<file path="src/rtl/paddle_ai_controller_if.sv">
// ---------------------------------------------------------------------------
// paddle_ai_controller_if
//   Signal bundle between the game top level and the computer-opponent
//   paddle controller.
//
//   master : game side. Drives the game/ball/paddle status and receives
//            the move commands.
//   slave  : controller side. Receives the status and drives the commands.
//
//   game_on     1 = play in progress
//   ball_y      ball centre row, same axis as paddle_pos
//   ball_toward 1 = ball moving toward this paddle
//   paddle_pos  paddle centre pixel reported by the Paddle instance
//   up / down   move commands to the Paddle instance
//   tracking    1 while the controller is following the ball
// ---------------------------------------------------------------------------
interface paddle_ai_controller_if #(
  parameter int POS_W = 10
);
  logic             game_on;
  logic [POS_W-1:0] ball_y;
  logic             ball_toward;
  logic [POS_W-1:0] paddle_pos;
  logic             up;
  logic             down;
  logic             tracking;

  modport master (
    output game_on, ball_y, ball_toward, paddle_pos,
    input  up, down, tracking
  );

  modport slave (
    input  game_on, ball_y, ball_toward, paddle_pos,
    output up, down, tracking
  );
endinterface

</file>
<file path="src/rtl/paddle_ai_controller.sv">
// ---------------------------------------------------------------------------
// paddle_ai_controller
//   Computer opponent for a Paddle instance. While the ball approaches it
//   re-samples the ball row every REACT_TICKS cycles and steers the paddle
//   toward it; while the ball recedes it steers back to the screen centre.
//   A deadband around the target keeps the paddle from jittering, and a wall
//   guard keeps it from being driven past either end of its range.
//
//   Ports
//     clk    in  system clock
//     reset  in  asynchronous, active-low reset
//     bus    slave side of paddle_ai_controller_if
//              in : game_on, ball_y, ball_toward, paddle_pos
//              out: up, down, tracking (all registered)
// ---------------------------------------------------------------------------
module paddle_ai_controller #(
  parameter int Y_RES       = 600,
  parameter int POS_W       = 10,
  parameter int REACT_TICKS = 25,
  parameter int DEADBAND    = 8
) (
  input  logic                  clk,
  input  logic                  reset,
  paddle_ai_controller_if.slave bus
);

  typedef enum logic [1:0] {
    ST_IDLE   = 2'd0,
    ST_TRACK  = 2'd1,
    ST_CENTER = 2'd2
  } state_t;

  localparam int TW = (REACT_TICKS > 1) ? $clog2(REACT_TICKS) : 1;

  localparam logic [POS_W-1:0]        Y_MAX   = POS_W'(Y_RES);
  localparam logic [POS_W-1:0]        Y_MID   = POS_W'(Y_RES / 2);
  localparam logic [TW-1:0]           T_LAST  = TW'(REACT_TICKS - 1);
  localparam logic signed [POS_W:0]   ERR_ZERO = '0;
  localparam logic signed [POS_W:0]   DB_POS  = (POS_W+1)'(DEADBAND);
  localparam logic signed [POS_W:0]   DB_NEG  = (POS_W+1)'(-DEADBAND);

  state_t             state_reg,  state_next;
  logic [TW-1:0]      timer_reg,  timer_next;
  logic [POS_W-1:0]   target_reg, target_next;
  logic               up_reg,     up_next;
  logic               down_reg,   down_next;
  logic               tracking_reg;

  logic [POS_W-1:0]   ball_clamped;
  logic signed [POS_W:0] err;

  // -------------------------------------------------------------------------
  // State and output registers
  // -------------------------------------------------------------------------
  always_ff @(posedge clk or negedge reset) begin
    if (!reset) begin
      state_reg    <= ST_IDLE;
      timer_reg    <= '0;
      target_reg   <= Y_MID;
      up_reg       <= 1'b0;
      down_reg     <= 1'b0;
      tracking_reg <= 1'b0;
    end else begin
      state_reg    <= state_next;
      timer_reg    <= timer_next;
      target_reg   <= target_next;
      up_reg       <= up_next;
      down_reg     <= down_next;
      tracking_reg <= (state_next == ST_TRACK);
    end
  end

  // -------------------------------------------------------------------------
  // Next-state, reaction timer, target and command logic
  // -------------------------------------------------------------------------
  assign ball_clamped = (bus.ball_y > Y_MAX) ? Y_MAX : bus.ball_y;

  // Both operands zero-extended, so the POS_W+1 bit difference cannot overflow.
  assign err = $signed({1'b0, target_reg}) - $signed({1'b0, bus.paddle_pos});

  always_comb begin
    state_next  = state_reg;
    timer_next  = '0;
    target_next = target_reg;
    up_next     = 1'b0;
    down_next   = 1'b0;

    case (state_reg)
      ST_IDLE: begin
        if (bus.game_on) state_next = bus.ball_toward ? ST_TRACK : ST_CENTER;
      end
      ST_TRACK: begin
        if (!bus.game_on)         state_next = ST_IDLE;
        else if (!bus.ball_toward) state_next = ST_CENTER;
      end
      ST_CENTER: begin
        if (!bus.game_on)         state_next = ST_IDLE;
        else if (bus.ball_toward) state_next = ST_TRACK;
      end
      default: state_next = ST_IDLE;
    endcase

    // The timer only runs while the state is held; any transition restarts
    // it, so a fresh target always arrives REACT_TICKS cycles after entry.
    if ((state_next == state_reg) && (state_reg != ST_IDLE)) begin
      if (timer_reg == T_LAST) begin
        target_next = (state_reg == ST_TRACK) ? ball_clamped : Y_MID;
      end else begin
        timer_next = timer_reg + TW'(1);
      end
    end

    // Hysteresis: a move starts only outside the deadband but runs until the
    // target is reached or passed. A moving paddle can only stop, so any
    // reversal is separated by at least one stopped cycle.
    if (state_next != ST_IDLE) begin
      if (up_reg) begin
        up_next = (err > ERR_ZERO);
      end else if (down_reg) begin
        down_next = (err < ERR_ZERO);
      end else begin
        up_next   = (err > DB_POS);
        down_next = (err < DB_NEG);
      end
      // Wall guard: never command motion into either end of the range.
      if (bus.paddle_pos >= Y_MAX) up_next   = 1'b0;
      if (bus.paddle_pos == '0)    down_next = 1'b0;
    end
  end

  assign bus.up       = up_reg;
  assign bus.down     = down_reg;
  assign bus.tracking = tracking_reg;

endmodule

</file>
<file path="src/flat_wrapper.sv">
// flat-port wrapper written by rule: the top's interface ports become plain ports
module paddle_ai_controller_flat 
#(
  parameter int Y_RES       = 600,
  parameter int POS_W       = 10,
  parameter int REACT_TICKS = 25,
  parameter int DEADBAND    = 8
)
  (clk, reset, bus_game_on, bus_ball_y, bus_ball_toward, bus_paddle_pos, bus_up, bus_down, bus_tracking);
  paddle_ai_controller_if #(.POS_W(POS_W)) bus_i ();
  input  logic clk;
  input  logic reset;
  input wire logic [$bits(bus_i.game_on)-1:0] bus_game_on;
  input wire logic [$bits(bus_i.ball_y)-1:0] bus_ball_y;
  input wire logic [$bits(bus_i.ball_toward)-1:0] bus_ball_toward;
  input wire logic [$bits(bus_i.paddle_pos)-1:0] bus_paddle_pos;
  output wire logic [$bits(bus_i.up)-1:0] bus_up;
  output wire logic [$bits(bus_i.down)-1:0] bus_down;
  output wire logic [$bits(bus_i.tracking)-1:0] bus_tracking;
  assign bus_i.game_on = bus_game_on;
  assign bus_i.ball_y = bus_ball_y;
  assign bus_i.ball_toward = bus_ball_toward;
  assign bus_i.paddle_pos = bus_paddle_pos;
  assign bus_up = bus_i.up;
  assign bus_down = bus_i.down;
  assign bus_tracking = bus_i.tracking;
  paddle_ai_controller #(.Y_RES(Y_RES), .POS_W(POS_W), .REACT_TICKS(REACT_TICKS), .DEADBAND(DEADBAND)) u_core (.clk(clk), .reset(reset), .bus(bus_i));
endmodule
</file>
<file path="config.mk">
export PLATFORM = sky130hd
export DESIGN_NAME = paddle_ai_controller_flat
export DESIGN_NICKNAME = d
export VERILOG_FILES = /design/src/rtl/paddle_ai_controller_if.sv /design/src/rtl/paddle_ai_controller.sv /design/src/flat_wrapper.sv
export SDC_FILE = /design/constraint.sdc
export NUM_CORES = 1
export LEC_CHECK = 0
export BUFFER_PORTS_ARGS = -buffer_cell sky130_fd_sc_hd__buf_2
export CAP_MARGIN = 20
export CORE_ASPECT_RATIO = 2
export CORE_MARGIN = 2
export CORE_UTILIZATION = 50
export CTS_CLUSTER_SIZE = 40
export DETAILED_ROUTE_END_ITERATION = 10
export GPL_ROUTABILITY_DRIVEN = 0
export PLACE_DENSITY_LB_ADDON = 0.3
export SYNTH_ARGS = -nofsm -noshare
export SYNTH_HDL_FRONTEND = slang
export SYNTH_SLANG_ARGS = --single-unit
</file>
<file path="constraint.sdc">
create_clock -name clk -period 2.1 [get_ports clk]
set_input_delay 0.105 -clock clk [delete_from_list [all_inputs] [get_ports clk]]
set_output_delay 0.105 -clock clk [all_outputs]
set_load 0.03 [all_outputs]
</file>
==> flow_metrics.tcl <==
set metrics [dict create \
    fin_hold_ws_ns 0.0417 \
    postLayoutCellArea_um2 1900 \
    grt_usage_pct 22.6 \
    p_clk_share_pct 31.0 \
    ios 27 \
    vias 1445 \
    grt.overflow.total 0 \
    largest_reg_flops 10 \
    fin_crit_ns 2.29 \
    synth.ff_latch_count 20 \
    start_util_pct 52.4 \
    clk-insertion-delay-late_ns 0.25 \
    row_count 28 \
    top_layer_used "met4" \
    drt-initial-drc-count 26 \
    status "finished with violations" \
    drt-total-wl_um 3860 \
    dp_hpwl_um 3100 \
    fp.dieH_um 82.6 \
    synth.avg_cell_area_um2 8.21 \
    core_um2 2940 \
    synthFlopType "dfrtp_1" \
    fin_worst_skew_ns 0.00660 \
    grt_pass1_vias 1445 \
    antenna_found_initial 0 \
    synthCells 188 \
    grt_max_degree 21 \
    final_util_pct 64.5 \
    seqPwrFrac_pct 48.3 \
    drc 0 \
    cp.required_ns 2.26 \
    slew_violations 0 \
    netSwitchingPower_uw 219 \
    power.internal_uw 600 \
    multi_input_area_um2 1000 \
    dr.pass1.iters 4 \
    final_nets 263 \
    final_antenna_net_count 0 \
    ir_drop_v 0.000491 \
    via_per_inst 5.67 \
    switching_share_pct 26.7 \
    synthArstFlopShare_pct 100 \
    post-route-period-util_pct 109 \
    post-place-ws_ns -0.268 \
    cts_made_buffers 3 \
    synth_area_um2 1540 \
    maxCapViolCount 0 \
    ys_seq_area_share_pct 32.8 \
    clk_pin_slew_ns 0.07 \
    setup_ws_ns -0.193 \
    diodes 0 \
    dr_wl_met3_um 103 \
    grt_setup_unrepaired "true" \
    htree_levels 1 \
    worst-setup-path-type "flip-flop to flip-flop" \
    final-hold-violation-count 0 \
    cts_tree "built" \
    setup_viol 2 \
    violations "negative setup slack" \
    cts_buffer_depth 2 \
    yosysWarnings 0 \
    netlist-cell-type-count 43 \
    die_w_um 43.3 \
    grt_pass1_wl_um 6070 \
    slew-limit-headroom_pct 64.6 \
    root_buffer "clkbuf_8" \
    pwr-share-comb_pct 20.8 \
    startpoint_type "flip-flop" \
    power_uw 819 \
    reg2reg_depth 10 \
    syn_nets 225 \
    worstPathCellList "inv_1 > ha_2 > inv_2 > fa_2 > a21oi_4 > o211ai_2 > buf_6 > a31o_4 > and4_1 > a311oi_2" \
    register_area_um2 505 \
    synth_edf_count 0 \
    port_buffers 26 \
    leakage_nw 0.915 \
    cpPeakStageDelay_ns 0.43 \
    dpl-instance-area_um2 1760 \
    met1_length_um 1420 \
    wl_met2_um 2260 \
    area_delta_synth_final_pct 23.0 \
    crit_path_max_fanout 4 \
    arrival_ns 2.45 \
    powerDensity_nw_per_um2 432 \
    drive_above_1_share_pct 27.6 \
    hold_class "input port to flip-flop" \
    fillCellCount 266 \
    crit_path_end_kind "flip-flop" \
    fmax_ghz 0.436 \
    wl_per_cell_um 15.2 \
    worst_slew_pin_slew_ns 0.529 \
    die-area_um2 3570 \
    clock_sinks 20 \
    cp_slowest_cell "fa_2" \
    min_path_cells 2 \
]
worst max-delay path, delay by kind of cell (launching register included):
| family | cells | cell delay [ns] |
|---|---|---|
| AOI/OAI and AO/OA | 4 | 0.76 |
| adders and majority gates | 2 | 0.60 |
| DFF | 1 | 0.38 |
| buffers and inverters | 3 | 0.26 |
| and+or+nand+nor | 1 | 0.20 |
synthesized netlist by cell type (2+ instances only):
| master | number | area (um^2) |
|---|---|---|
| and4_1 | 2 | 17.5 |
| a21oi_2 | 2 | 17.5 |
| o21ai_1 | 2 | 10.0 |
| and3_1 | 4 | 25.0 |
| a211oi_1 | 2 | 15.0 |
| dfrtp_1 | 16 | 400 |
| clkbuf_1 | 2 | 7.51 |
| o21a_1 | 2 | 15.0 |
| nor2b_1 | 3 | 18.8 |
| xor2_1 | 6 | 52.6 |
| nand2_1 | 19 | 71.3 |
| dfstp_2 | 4 | 105 |
| nor3_1 | 2 | 10.0 |
| inv_1 | 22 | 82.6 |
| nor2_1 | 19 | 71.3 |
| buf_4 | 3 | 22.5 |
| a21oi_1 | 15 | 75.1 |
| ha_1 | 12 | 150 |
| o21ai_0 | 14 | 70.1 |
| xnor2_1 | 4 | 35.0 |
| nand2b_1 | 3 | 18.8 |
| nor4_1 | 3 | 18.8 |
| nand3_1 | 7 | 35.0 |
metrics by stage:
| step | cells | setup TNS (ns) |
|---|---|---|
| floorplan | 188 | 0 |
| global placement | 249 | -0.208 |
| detailed placement | 249 | -0.446 |
| CTS | 255 | -0.272 |
| global route | 255 | -0.528 |
| finish | 255 | -0.369 |
cells by family after synthesis:
group / after synthesis / synth area share, %
fa+ha+maj: 13 / 11.0
compound gates: 50 / 21.6
simple gates: 68 / 21.7
xor+xnor: 10 / 5.68
flops: 20 / 32.8
buf+inv: 27 / 7.30
power by group through the flow:
stage          clock, mW  combinational (mW)  sequential, mW
6_report           0.254               0.170           0.395
4_1_cts            0.262               0.160           0.395
3_5_place_dp           0               0.154           0.402
3_3_place_gp           0               0.149           0.402
2_1_floorplan          0              0.0831           0.406
5_1_grt            0.278               0.186           0.396
layer usage:
metal / track usage, % / vias up
met2: 44.6 / 32
met4: 10.6 / 0
met3: 2.39 / 8
met1: 22.4 / 674
li1: - / 731
met5: 0 / -
worst paths after layout:
path | start | slack [ns] | to
min in group asynchronous | reset | 0.34 | u_core.target_reg[4]
max in group asynchronous | reset | 1.42 | u_core.target_reg[5]
setup reg to reg | u_core.target_reg[0] | -0.19 | u_core.bus.up
hold reg to reg | u_core.timer_reg[0] | 0.48 | u_core.timer_reg[0]
setup / recovery | u_core.target_reg[0] | -0.19 | u_core.bus.up
hold / removal | bus_ball_toward | 0.04 | u_core.state_reg[1]
repair_timing:
item	CTS	global route
setup buffers	1	0
hold buffers	1	0
cloned	0	0
gates resized for setup	5	10
pin swaps	2	12
hold endpoints to repair	16	0
endpoints found under the setup margin	2	2
cell type report:
cell class	instances	share of cell area, %
Tap cell	30	1.98
Inverter	22	4.35
Multi-Input combinational cell	141	52.7
Sequential cell	20	26.6
Timing Repair Buffer	38	11.9
Clock buffer	4	2.37
placed cells by master (no fill, tap or decap), drive strengths merged, types with 2 or more instances in the layout:
master  instances
nand2          19
nand2b          3
buf            37
nor3            2
nor4            3
and4            2
nor2           19
o21ai          16
dfstp           4
a21oi          17
o21a            2
nand3           7
inv            22
xor2            6
and3            4
clkbuf          4
ha             12
dfrtp          16
nor2b           3
xnor2           4
a211oi          2
No activity file was read; power rests on OpenSTA's default activity.
